### src/rtl/cpu_pkg.sv
// Shared CPU definitions: fetch FSM state encoding, next-PC select codes and datapath width.
// Imported by instruction_fetch and next_pc_sel.
package cpu_pkg;

    localparam int INSTR_WIDTH = 32;

    // Fetch FSM state encoding, also driven out on the debug state port.
    localparam logic [2:0] ST_IDLE  = 3'd0;
    localparam logic [2:0] ST_REQ   = 3'd1;
    localparam logic [2:0] ST_WAIT  = 3'd2;
    localparam logic [2:0] ST_DONE  = 3'd3;
    localparam logic [2:0] ST_FAULT = 3'd4;

    localparam logic [1:0] PC_SRC_PLUS4  = 2'b00;
    localparam logic [1:0] PC_SRC_BRANCH = 2'b01;
    localparam logic [1:0] PC_SRC_JUMP   = 2'b10;
    localparam logic [1:0] PC_SRC_REG    = 2'b11;

    // Branch target: word offset scaled to bytes.
    // Bits shifted out of the top of the offset are discarded.
    function automatic logic [INSTR_WIDTH-1:0] branch_target(
        input logic [INSTR_WIDTH-1:0] pc_plus4,
        input logic [INSTR_WIDTH-1:0] word_offset
    );
        return pc_plus4 + (word_offset << 2);
    endfunction

endpackage

### src/rtl/next_pc_sel.sv
// Combinational next-PC mux.
// Selects PC+4, branch, jump or register target from the fetch datapath.
module next_pc_sel
    import cpu_pkg::*;
(
    input  logic [INSTR_WIDTH-1:0] pc_plus4,
    input  logic [25:0]            jump_index,
    input  logic [1:0]             pc_src,
    input  logic [INSTR_WIDTH-1:0] imm,
    input  logic [INSTR_WIDTH-1:0] reg_target,
    output logic [INSTR_WIDTH-1:0] next_pc
);

    always_comb begin
        next_pc = pc_plus4;
        unique case (pc_src)
            PC_SRC_PLUS4:  next_pc = pc_plus4;
            PC_SRC_BRANCH: next_pc = branch_target(pc_plus4, imm);
            // Jump stays within the 256 MB region of the following instruction.
            PC_SRC_JUMP:   next_pc = {pc_plus4[31:28], jump_index, 2'b00};
            PC_SRC_REG:    next_pc = reg_target;
        endcase
    end

endmodule

### src/rtl/instruction_fetch.sv
// Instruction fetch unit: runs the memory request/acknowledge handshake with a bounded
// wait timeout, holds the PC and IR registers, and drives the next-PC select.
//
// Memory handshake: Mem_req_out rises in REQ and stays high through WAIT until a cycle
// in which Mem_ack_in=1. Mem_data_in is captured in that same cycle. No request is
// issued from IDLE, DONE or FAULT.
module instruction_fetch
    import cpu_pkg::*;
#(
    parameter int MAX_WAIT = 15
) (
    input  logic                   CLK_in,
    input  logic                   Reset_n,
    input  logic                   Fetch_en,
    input  logic [INSTR_WIDTH-1:0] PC_in,
    input  logic [1:0]             PCSrc_in,
    input  logic [INSTR_WIDTH-1:0] Imm_in,
    input  logic [INSTR_WIDTH-1:0] RegTarget_in,
    input  logic                   Mem_ack_in,
    input  logic [INSTR_WIDTH-1:0] Mem_data_in,
    output logic                   Mem_req_out,
    output logic [INSTR_WIDTH-1:0] Mem_addr_out,
    output logic [INSTR_WIDTH-1:0] Instr_out,
    output logic [INSTR_WIDTH-1:0] PCPlus4_out,
    output logic [INSTR_WIDTH-1:0] NextPC_out,
    output logic                   Busy_out,
    output logic                   Done_out,
    output logic                   Fault_out,
    output logic [2:0]             State_out
);

    logic [2:0]             state;
    logic [2:0]             state_nxt;
    logic [INSTR_WIDTH-1:0] pc_q;
    logic [INSTR_WIDTH-1:0] ir_q;
    logic [7:0]             wait_cnt;
    logic                   pc_aligned;
    logic                   wait_expired;

    assign pc_aligned = (PC_in[1:0] == 2'b00);
    // The counter holds the number of completed WAIT cycles.
    // The MAX_WAIT-th WAIT cycle without an acknowledge is therefore the last one.
    assign wait_expired = (wait_cnt == 8'(MAX_WAIT - 1));

    always_comb begin
        state_nxt = state;
        case (state)
            ST_IDLE: begin
                if (Fetch_en) begin
                    state_nxt = pc_aligned ? ST_REQ : ST_FAULT;
                end
            end
            ST_REQ: begin
                state_nxt = Mem_ack_in ? ST_DONE : ST_WAIT;
            end
            ST_WAIT: begin
                // An acknowledge arriving in the timeout cycle still completes the fetch.
                if (Mem_ack_in) begin
                    state_nxt = ST_DONE;
                end else if (wait_expired) begin
                    state_nxt = ST_FAULT;
                end
            end
            ST_DONE:  state_nxt = ST_IDLE;
            ST_FAULT: state_nxt = ST_FAULT;
            default:  state_nxt = ST_IDLE;
        endcase
    end

    always_ff @(posedge CLK_in or negedge Reset_n) begin
        if (!Reset_n) begin
            state    <= ST_IDLE;
            pc_q     <= '0;
            ir_q     <= '0;
            wait_cnt <= '0;
        end else begin
            state <= state_nxt;
            case (state)
                ST_IDLE: begin
                    if (Fetch_en && pc_aligned) begin
                        pc_q <= PC_in;
                    end
                end
                ST_REQ: begin
                    if (Mem_ack_in) begin
                        ir_q <= Mem_data_in;
                    end else begin
                        wait_cnt <= '0;
                    end
                end
                ST_WAIT: begin
                    if (Mem_ack_in) begin
                        ir_q <= Mem_data_in;
                    end else begin
                        wait_cnt <= wait_cnt + 8'd1;
                    end
                end
                default: begin
                end
            endcase
        end
    end

    assign Mem_req_out  = (state == ST_REQ) || (state == ST_WAIT);
    assign Busy_out     = (state == ST_REQ) || (state == ST_WAIT);
    assign Done_out     = (state == ST_DONE);
    assign Fault_out    = (state == ST_FAULT);
    assign State_out    = state;
    assign Mem_addr_out = pc_q;
    assign Instr_out    = ir_q;
    assign PCPlus4_out  = pc_q + 32'd4;

    next_pc_sel u_next_pc_sel (
        .pc_plus4   (PCPlus4_out),
        .jump_index (ir_q[25:0]),
        .pc_src     (PCSrc_in),
        .imm        (Imm_in),
        .reg_target (RegTarget_in),
        .next_pc    (NextPC_out)
    );

endmodule

### config.mk
export PLATFORM = sky130hd
export DESIGN_NAME = instruction_fetch
export DESIGN_NICKNAME = d
export VERILOG_FILES = /design/src/rtl/cpu_pkg.sv /design/src/rtl/next_pc_sel.sv /design/src/rtl/instruction_fetch.sv
export SDC_FILE = /design/constraint.sdc
export NUM_CORES = 1
export LEC_CHECK = 0
export ABC_AREA = 1
export BUFFER_PORTS_ARGS = -buffer_cell sky130_fd_sc_hd__buf_2
export CORE_MARGIN = 4
export CORE_UTILIZATION = 50
export DETAILED_ROUTE_END_ITERATION = 7
export PLACE_DENSITY = 0.8
export SYNTH_ARGS = -nofsm -noshare
export SYNTH_HDL_FRONTEND = slang
export SYNTH_SLANG_ARGS = --single-unit
### constraint.sdc
create_clock -name CLK_in -period 3.2 [get_ports CLK_in]
set_input_delay 0 -clock CLK_in [delete_from_list [all_inputs] [get_ports CLK_in]]
set_output_delay 0 -clock CLK_in [all_outputs]
set_load 0.01 [all_outputs]
After elaboration in Yosys (flattened, before gate mapping). Index checks and enable logic that the tools add are counted.

Output and inout port bits: 135. Register bits: 75.

Reduce and logical (&&, ||, !) cells: 11. Add/subtract/negate cells: 3. Equality and inequality tests: 12. Muxes and demuxes: 10.

Operators with widths (count): $pmux W32 S4 (1); $add A32 B3 Y32 const B (1); $add A32 B32 Y32 (1); $mux W8 (2); $pmux W8 S2 (1); $mux W3 (4); $pmux W3 S4 (1); $add A8 B1 Y8 const B (1); $eq A8 B4 Y1 const B (1); $eq A3 B2 Y1 const B (2); $ne A2 B2 Y1 const B (3); $reduce_and A2 Y1 (3); $eq A2 B2 Y1 const B (2); $logic_not A2 Y1 (2); $eq A3 B1 Y1 const B (1); $eq A3 B3 Y1 const B (1); $logic_not A3 Y1 (1); $ne A3 B3 Y1 const B (1); $reduce_and A3 Y1 (1); $eq A2 B1 Y1 const B (1); $reduce_bool A2 Y1 (1); $reduce_or A2 Y1 (1); $logic_and A1 B1 Y1 (1); $logic_or A1 B1 Y1 (1); $mux W1 (1).

Depth between registers and ports, before layout. Gate-level depths: netlist of run 1.

Depth after elaboration: 4. Depth in mapped cells: 24. Depth with buffers taken out: 24.

Modules after synthesis. Synthesis of run 1 repeated with hierarchy kept, for this count alone.

Cell total of the unflattened synthesis: 1153. Area, all modules: 6942.9 µm².

Modules (own cells, without submodules): instruction_fetch (area each 3961.3 µm², cells each 542, times used 1); next_pc_sel (area each 2981.6 µm², cells each 611, times used 1).

Worst setup path after synthesis of run 1. No wires, ideal clock.

Path kind: reg-to-output. Start point: register pc_q[3], in the netlist Mem_addr_out[3]. End point: output NextPC_out[31]. Slack: 0.437 ns. Stages on the path, launching flop included: 20. Buffers on the path: 0. Data arrival time: 2.763 ns. Path through: dfrtp_1 -> ha_1 -> inv_1 -> nor2_2 -> nand2_2 -> nor2_2 -> nand2_2 -> nor2_4 -> nand3_1 -> and2_1 -> ha_1 -> nand2_1 -> nor2_1 -> and2_1 -> and3_1 -> nand2_1 -> nand2_1 -> nand2_1 -> nand3_1 -> nand3_1.

Word-level cells in the longest chain between the ends: 3.

Ends and longest elaborated chain: start: declaration (RTL line instruction_fetch.sv:34) `logic [INSTR_WIDTH-1:0] pc_q;`; start signal: assignment (RTL line instruction_fetch.sv:81) `pc_q <= PC_in;`; $add A32 B3 Y32 (RTL line instruction_fetch.sv:111) `assign PCPlus4_out = pc_q + 32'd4;`; named net PCPlus4_out[24] (RTL line instruction_fetch.sv:24) `output logic [INSTR_WIDTH-1:0] PCPlus4_out,`; $add A32 B32 Y32 (RTL line cpu_pkg.sv:25) `return pc_plus4 + (word_offset << 2);`; $pmux W32 S4 (RTL line next_pc_sel.sv:16) `unique case (pc_src)`; end: declaration (RTL line instruction_fetch.sv:25) `output logic [INSTR_WIDTH-1:0] NextPC_out,`.

The timed path passes the listed nets, and every way through them passes these cells.

Final worst setup path of run 1.
Start point: register pc_q[6], in the netlist Mem_addr_out[6]. End point: output NextPC_out[25].

Word-level cells in the longest chain between the ends: 3.

Ends and longest elaborated chain (RTL line): $add A32 B3 Y32 * (instruction_fetch.sv:111); $add A32 B32 Y32 (cpu_pkg.sv:25); $pmux W32 S4 * (next_pc_sel.sv:16).

Mark *: on every way between the ends. The rest lies on a longest branch, timed or not.

==> results of run 1 <==
per-layer routing:
layer | wire, um | track usage, % | vias up
li1 | - | - | 4108
met5 | 0 | 0 | -
met1 | 11600 | 43.3 | 4314
met4 | 1900 | 15.6 | 0
met3 | 2880 | 7.42 | 144
met2 | 15400 | 59.3 | 613
kinds of logic after synthesis:
family,Yosys count,share of synthesized area (%)
adder cells (fa/ha/maj),37,6.87
buffers and inverters,173,9.84
AND/OR/NAND/NOR,621,39.9
AO/OA/AOI/OAI,87,7.55
flip-flops,75,27.4
multiplexers,32,5.27
XOR/XNOR,22,3.14
power breakdown:
group	switching (mW)	internal (mW)	total (mW)	leakage, nW
Clock	0.430	0.630	1.06	0.150
Sequential	0.543	1.39	1.93	0.910
Combinational	3.68	2.55	6.23	4.56
Total	4.66	4.57	9.22	5.62
cell usage in the layout, fill, tap and decap left out, types with 4 or more instances in the layout:
cell / count
sky130_fd_sc_hd__a21oi_1: 14
sky130_fd_sc_hd__a21oi_2: 9
sky130_fd_sc_hd__a22o_1: 12
sky130_fd_sc_hd__buf_2: 260
sky130_fd_sc_hd__buf_4: 62
sky130_fd_sc_hd__buf_6: 4
sky130_fd_sc_hd__clkbuf_16: 9
sky130_fd_sc_hd__dfrtp_1: 66
sky130_fd_sc_hd__dfrtp_2: 9
sky130_fd_sc_hd__dlygate4sd3_1: 67
sky130_fd_sc_hd__ha_1: 10
sky130_fd_sc_hd__ha_2: 6
sky130_fd_sc_hd__ha_4: 20
sky130_fd_sc_hd__inv_1: 133
sky130_fd_sc_hd__inv_2: 16
sky130_fd_sc_hd__mux2_2: 32
sky130_fd_sc_hd__nand2_1: 337
sky130_fd_sc_hd__nand2_2: 40
sky130_fd_sc_hd__nand2_4: 11
sky130_fd_sc_hd__nand3_1: 65
sky130_fd_sc_hd__nand3_2: 14
sky130_fd_sc_hd__nand3b_1: 9
sky130_fd_sc_hd__nand4_1: 27
sky130_fd_sc_hd__nor2_1: 45
sky130_fd_sc_hd__nor2_2: 24
sky130_fd_sc_hd__nor2_4: 15
sky130_fd_sc_hd__nor3_1: 5
sky130_fd_sc_hd__nor3_2: 6
sky130_fd_sc_hd__nor3_4: 4
sky130_fd_sc_hd__o21ai_0: 29
sky130_fd_sc_hd__o21ai_1: 5
sky130_fd_sc_hd__o21bai_1: 4
sky130_fd_sc_hd__or2_2: 11
sky130_fd_sc_hd__xor2_1: 11
sky130_fd_sc_hd__xor2_2: 6
area by class of cell:
type	count	share of cell area, %
antenna	3	0.0709
timing repair buffer	393	23.4
clock inverter	5	0.579
sequential	75	17.8
clock buffer	11	2.29
inverter	150	5.34
tap	176	2.08
multi-input combinational	799	48.4
Yosys cell counts, drive strengths merged, types with 2 or more instances:
master / n / share of area (%)
nor2: 85 / 5.6
clkbuf: 7 / 0.38
xnor2: 3 / 0.49
buf: 16 / 1.2
mux2: 32 / 5.3
xor2: 19 / 2.7
o31ai: 2 / 0.22
dfrtp: 75 / 27
a22o: 12 / 1.5
inv: 150 / 8.2
and2: 3 / 0.27
nand3: 80 / 5.9
o21ai: 35 / 2.6
nand4: 27 / 2.5
nand2: 388 / 22
o22ai: 2 / 0.18
or2: 12 / 1.1
nand3b: 9 / 0.99
a21oi: 25 / 1.8
a21o: 2 / 0.22
nor3: 15 / 1.4
ha: 36 / 6.6
o21bai: 5 / 0.55
registers in the layout (all words and copies together) (netlist names):
signal,flops
Mem_addr_out,32
State_out,3
Instr_out,32
wait_cnt,8
worst paths after layout:
path                                                end  slack, ps  cells past startpoint
setup / recovery                         NextPC_out[25]       -170                     18
hold / removal                 State_out[2]$_DFFE_PN0P_         30                      5
setup reg to reg           Mem_addr_out[15]$_DFFE_PN0P_       1020                      9
hold reg to reg               Instr_out[29]$_DFFE_PN0P_        500                      1
max in group asynchronous   Mem_addr_out[4]$_DFFE_PN0P_       2120                      2
min in group asynchronous       wait_cnt[2]$_DFFE_PN0P_        390                      2
worst min-delay path, delay by kind of cell:
kind,cells,cell delay [ps]
and+or+nand+nor,2,120
buffers and inverters,2,170
AOI/OAI and AO/OA,1,40
per-stage QoR:
step                      std cells  power [mW]  cell area [sq um]  setup slack, ps
after CTS                      1581        7.95               9710             1.03
after global routing           1612        9.76              10600             -309
after floorplan                1047        4.68               6840              437
after global placement         1491        6.51               8480              197
after detailed placement       1491        6.60               8480              138
final                          1612        9.22              10600             -168
repair_timing:
item,CTS,global route
hold endpoints to repair,140,0
pin swaps,8,49
setup buffers,7,28
endpoints found under the setup margin,18,24
hold buffers,67,0
resized for setup,45,158
==> metrics list, run 1 <==
* Arr. time, crit path: 3370 ps
- Biggest fanout along the worst timing path: 6
- Mapped Area: 6840 sq um
- No sink is reached through more buffers than the 2 on the longest clock path.
- Dividing the detail-routed via count by the number of cells gives 5.69.
* Classification of the worst setup path: register to primary output
- Once the floorplan was initialized, standard cells occupied 51.3% of the core.
* Die extent in y: 125 um
- Setup total negative slack: -1120 ps
- In the final routed layout, each cell accounts on average for 19.7 um.
- Entering global routing, the biggest net connects 76 pins.
* Final design utilization: 79.3%
* Relative slew slack: 21.2%
* Setup crit end kind: primary output
- Setup repair after global routing missed its margin: true
- Maximum operating frequency: 297 MHz
* Post-CTS clock slew at the launch and capture registers of the worst setup and hold paths: 60 ps
* PwrDens: 871 nW/um^2
- Worst-skew pair later-pin latency: 340 ps
* Routability Congestion: 0.950
* Total DRC errors in the routed layout: 0
- For this block, the initial DRC count from the detailed router was 845.
- Number of synthesized flops with an enable pin: 0
- The tightest hold path in the finished design has a slack of 29.4 ps.
- Setup ws final: -168 ps
- For this design the top-level I/O count stands at 269.
- Area growth syn-to-layout: 54.7%
- Counting both buffers and inverters, the worst setup path holds a total of 3.
* Number of nets in the final layout: 1599
- Across the routed clock network, the largest skew measured is 5.43 ps.
- Final clock period utilization by the worst path: 105%
* Floorplan die width: 125 um
- Clock tree from TritonCTS: built
- Summed over all layers, the global routing overflow is 0.
- The routed design has 31.8 mm of wire.
* Die outline area: 15600 sq um
* Synth Net Count: 1218
* Peak per-stage delay on the critical path: 430 ps
- Cells with a size suffix above 1 make up 40.5% of the layout.
- The detail route stage leaves a number of antenna-violating nets equal to 0.
- FILL cells: 870
- Pins Over Slew Limit: 0
- The sequential cells in the finished layout cover a total of 1890 sq um.
- Final setup violation count: 12
- Across the VDD grid, the largest voltage drop is 0.000675 V.
- In this run the most critical hold path is launched from Fetch_en.
* Startpoint of the most critical setup path: Mem_addr_out[6]$_DFFE_PN0P_
* Vias: 9179
- Gate family responsible for the most delay along the worst path: simple AND/OR/NAND/NOR gates
* Sink count of the clock tree: 75
* Leak Pwr: 5.62 nW
- Critical path's slowest cell: sky130_fd_sc_hd__dfrtp_2
- Total count of hold-check failures in the final report: 0
- Number of buffers added by the clock tree synthesis step: 9
* Async set-reset flop share out of synthesis: 100%
- Number of rows created at floorplan: 42
* Via count of the first global-routing pass: 8558
* Global-route total usage across every layer: 35.1%
- Total half-perimeter wirelength after legalization and detailed placement: 20.5 mm
* Min cycle time layout: 3370 ps
- Top_reg_cell synth: sky130_fd_sc_hd__dfrtp_1
* H-tree depth reported by CTS: 3
- Across the run, the number of max-cap violations was 0.
- The checks that failed: setup timing.
* Fraction of the yosys area taken by sequential cells: 27.4%
- Register bit total from synthesis: 75
- Synthesis produced a netlist whose cell count is 1047.
- The first global-routing pass estimated 44.2 mm of wire.
- Total iterations of the first detailed-routing run: 6
- Post-synthesis cell type count: 43
- Antenna violations before repair: 3
- Type of the worst min-delay path: input pin to register
- Slew @ Worst Pin: 1180 ps
- Area of the multi-input gates: 5120 sq um
- STA puts the critical path data required time at 3200 ps.
- Post-Synthesis Mean Instance Area: 6.54 sq um
* Root cell of the clock tree: sky130_fd_sc_hd__clkbuf_16
- Buffers on Ports: 266
* Cells traversed along the worst timing path: nand4_1, nor2_4, nand2_2, nor2_4, nand2_4, buf_4, nor3_2, nor2_1, inv_2, ha_4, a21oi_2, o21bai_1, a21oi_1, nand3_1, nand2_1, nand3_1, nand3b_1, buf_2
- Startpoint of the most critical register-to-register path: State_out[1]$_DFFE_PN0P_
* Warning count from the yosys run: 0
* Crit path launch type: register
- Placeable Area: 13300 sq um
* Run status: finished, violations left
Power figures use the tool's default switching activity.
==> run 2: changes to the inputs <==
--- a/config.mk
+++ b/config.mk
@@ -7,4 +7,5 @@
 export LEC_CHECK = 0
 export ABC_AREA = 1
+export ABC_CLOCK_PERIOD_IN_PS = 3200
 export BUFFER_PORTS_ARGS = -buffer_cell sky130_fd_sc_hd__buf_2
 export CORE_MARGIN = 4
==> constraint.sdc (replaced) <==
create_clock -name CLK_in -period 3.2 [get_ports CLK_in]
set_input_delay 0.32 -clock CLK_in [delete_from_list [all_inputs] [get_ports CLK_in]]
set_output_delay 0.32 -clock CLK_in [all_outputs]
set_load 0.01 [all_outputs]
==> run 2 against run 1 <==
- the run still ends with setup timing left
- first-iteration DRC count up 3.8%
- fmax down 7.3%
- total power up 8.7%
- sequential cell count unchanged
- design area up 1.3%
- largest cell class unchanged
==> metrics list, run 2 (synthesized netlist as in run 1, its figures left out) <==
* Classification of the worst setup path: register to primary output (unchanged)
- Wire length on met1: 11.6 mm (about the same)
- Cells traversed along the worst timing path: nand2_2, nor2_2, nand4_1, nor2_1, nand4_1, nand2_1, inv_1, ha_1, buf_4, nand2_1, a21oi_1, nor2_1, nand2_1, inv_1, nand2_2, a21oi_2, nand2_1, nand3_1, nand3_1, buf_2 (was nand4_1, nor2_4, nand2_2, nor2_4, nand2_4, buf_4, nor3_2, nor2_1, inv_2, ha_4, a21oi_2, o21bai_1, a21oi_1, nand3_1, nand2_1, nand3_1, nand3b_1, buf_2).
* Design area: 10700 sq um (was 10600 sq um)
- Gate family responsible for the most delay along the worst path: simple AND/OR/NAND/NOR gates (unchanged)
- The fraction of layout instances using a drive strength above 1 came to 48.2% (was 40.5%).
- The total wire length was 30.7 mm (was 31.8 mm).
* Setup crit end kind: primary output (unchanged)
* Number of nets in the final layout: 1591 (was 1599)
- Final setup violation count: 23 (was 12)
- Die outline area: 15600 sq um (unchanged)
* Root cell of the clock tree: sky130_fd_sc_hd__clkbuf_16 (unchanged)
- The CTS tree is built (unchanged).
* Final clock period utilization by the worst path: 114% (was 105%)
* Global-route total usage across every layer: 34.2% (was 35.1%)
- The standard cell area after detailed placement was 8910 sq um (was 8480 sq um).
- Worst-skew pair later-pin latency: 350 ps (was 340 ps)
* Via count of the first global-routing pass: 8276 (was 8558)
- Post-CTS clock slew at the launch and capture registers of the worst setup and hold paths: 60 ps (about the same)
* Antenna violations before repair: 1 (was 3)
- The number of max-slew violations in the final report is 0 (unchanged).
- Count of placed standard cells in the final layout, fillers left out: 1602 (was 1612)
- The topmost layer with routed signal wires was met4 (unchanged).
- Via-to-Cell Ratio: 5.64 (was 5.69)
- Routed length on met3: 2.77 mm (was 2.88 mm)
- The reg-to-reg endpoint is Instr_out[2]$_DFFE_PN0P_ (was Mem_addr_out[15]$_DFFE_PN0P_).
* Number of rows created at floorplan: 42 (unchanged)
* Critical path's slowest cell: sky130_fd_sc_hd__dfrtp_2 (unchanged)
* Area growth syn-to-layout: 56.7% (was 54.7%)
- The number of detailed-routing iterations run before antenna repair came to 6 (unchanged).
- The delay of the slowest critical-path stage is 430 ps (about the same).
- The most frequent standard cell in the layout excluding fill and tap cells is sky130_fd_sc_hd__nand2_1 (unchanged).
- Most frequent cells in the layout: 314 x sky130_fd_sc_hd__nand2_1, 261 x sky130_fd_sc_hd__buf_2, 124 x sky130_fd_sc_hd__inv_1, 115 x sky130_fd_sc_hd__buf_4, 69 x sky130_fd_sc_hd__dfrtp_1 (was 337 x sky130_fd_sc_hd__nand2_1, 260 x sky130_fd_sc_hd__buf_2, 133 x sky130_fd_sc_hd__inv_1, 67 x sky130_fd_sc_hd__dlygate4sd3_1, 66 x sky130_fd_sc_hd__dfrtp_1).
* Total half-perimeter wirelength after legalization and detailed placement: 21.1 mm (was 20.5 mm)
* Buffers on Ports: 266 (unchanged)
* Worst setup skew after layout: 5.72 ps (was 5.43 ps)
- Maximum VDD drop: 0.000538 V (was 0.000675 V)
* Total number of cells along the worst setup path: 20 (was 18)
- Run status: finished, violations left (unchanged)
- The horizontal die dimension is 125 um (unchanged).
- The worst setup path startpoint is Mem_addr_out[12]$_DFFE_PN0P_ (was Mem_addr_out[6]$_DFFE_PN0P_).
- The number of top-level design ports was 269 (unchanged).
* Number of buffers added by the clock tree synthesis step: 9 (unchanged)
- Met2 wire len: 14.6 mm (was 15.4 mm)
- The critical path buffer and inverter count came to 4 (was 3).
- Sink count of the clock tree: 75 (unchanged)
* Post-route antenna net violation count: 0 (unchanged)
* Initial Util: 51.3% (unchanged)
- The leakage power summed over all cells was 5.72 nW (was 5.62 nW).
- Die extent in y: 125 um (unchanged)
* Maximum operating frequency: 275 MHz (was 297 MHz)
* Hold-fix buffer count after cts: 0 (was 67)
* Startpoint of the most critical register-to-register path: State_out[2]$_DFFE_PN0P_ (was State_out[1]$_DFFE_PN0P_)
- Average wire per standard cell: 19.2 um (was 19.7 um)
- The most numerous cell type found on the critical path is sky130_fd_sc_hd__nand2_1.
- The placeable core area came to 13300 sq um (unchanged).
* PwrDens: 935 nW/um^2 (was 871 nW/um^2)
- Timing endpoint of the critical path: NextPC_out[31] (was NextPC_out[25])
* Worst R2R Setup Slack: 1180 ps (was 1020 ps)
- Required time at the worst-slack endpoint: 2880 ps (was 3200 ps)
- FF-to-FF path depth: 5 (was 9)
- Relative slew slack: 35.8% (was 21.2%)
* Total DRC errors in the routed layout: 0 (unchanged)
* Slew @ Worst Pin: 963 ps (was 1180 ps)
- Crit path launch type: register (unchanged)
- Routability Congestion: 0.964 (was 0.950)
- Min cycle time layout: 3630 ps (was 3370 ps)
- Wire length of the first global-routing pass: 42.7 mm (was 44.2 mm)
* Number of DRC markers after the initial detailed-route iteration: 877 (was 845)
- The largest net degree at the start of global routing is 76 (unchanged).
- The number of max-cap violations was 0 (unchanged).
- Vias: 9033 (was 9179)
* Total count of hold-check failures in the final report: 0 (unchanged)
- Number of placed instances, taps included: 1548 (was 1491)
- H-tree depth reported by CTS: 3 (unchanged)
* Deepest clock path buffer count: 2 (unchanged)
- Setup repair after global routing missed its margin: true (unchanged)
* Type of the worst min-delay path: input pin to asynchronous set/reset pin (was input pin to register)
- The final critical-path setup slack was -432 ps (was -168 ps).
- The arrival time of the worst setup path is 3310 ps (was 3370 ps).
- Residual overflow from global routing: 0 (unchanged)
- The worst-path maximum fanout was 4 (was 6).
- Violations in the final reports: setup timing (unchanged)
==> run 2: per-stage QoR <==
step           utilization [%]  setup WS [ps]  TNS, ps  hold slack [ps]  power, mW
2_1_floorplan                -            117        0             24.4       4.68
3_3_place_gp              66.8          -9.03    -16.1              482       6.93
3_5_place_dp              66.8          -60.7     -161              490       7.04
4_1_cts                   74.2           -270    -2950              155       8.76
5_1_grt                   80.3           -567    -9070              188       10.6
6_report                  80.3           -432    -5690              124       10.0
==> run 2: worst min path at each step <==
stage,depth (start not counted),from,end
after global placement,1,Instr_out[28]$_DFFE_PN0P_,Instr_out[28]$_DFFE_PN0P_
after CTS,1,Reset_n,Instr_out[29]$_DFFE_PN0P_
after floorplan,0,Reset_n,Instr_out[0]$_DFFE_PN0P_
after global routing,3,PC_in[3],Mem_addr_out[3]$_DFFE_PN0P_
final,1,Reset_n,Instr_out[29]$_DFFE_PN0P_
after detailed placement,1,Instr_out[31]$_DFFE_PN0P_,Instr_out[31]$_DFFE_PN0P_
==> run 2: final cells by class <==
type                            count  area [sq um]
Multi-Input combinational cell    799          5490
Fill cell                         894          2630
Timing Repair Buffer              385          2270
Sequential cell                    75          1880
Inverter                          150           568
Clock buffer                       13           260
Tap cell                          176           220
Clock inverter                      3          21.3
Antenna cell                        1          2.50
==> run 2: worst register-to-register path: stages (launching register included) <==
cell and delay [ps]:
sky130_fd_sc_hd__dfrtp_1 430, sky130_fd_sc_hd__nor3_2 200, sky130_fd_sc_hd__inv_1 90, sky130_fd_sc_hd__nand2_1 130
sky130_fd_sc_hd__nand2_2 530, sky130_fd_sc_hd__mux2_2 530
==> run 2: where the power goes <==
| part | switching [mW] | internal (mW) | leakage (nW) | total, mW |
|---|---|---|---|---|
| registers | 0.477 | 1.39 | 0.914 | 1.86 |
| clock network | 0.416 | 0.570 | 0.136 | 0.986 |
| logic | 4.09 | 3.08 | 4.67 | 7.17 |
==> run 2: timing repair <==
action,4_1_cts,5_1_grt
buffers inserted,17,23
pin swaps,32,49
endpoints found under the setup margin,25,25
gates resized for setup,113,178
cloned,0,0
==> run 2: layer usage <==
layer	vias up	global-route usage, %
met5	-	0
met4	0	13.5
met3	147	5.76
met2	559	58.2
met1	4240	43.5
li1	4087	-
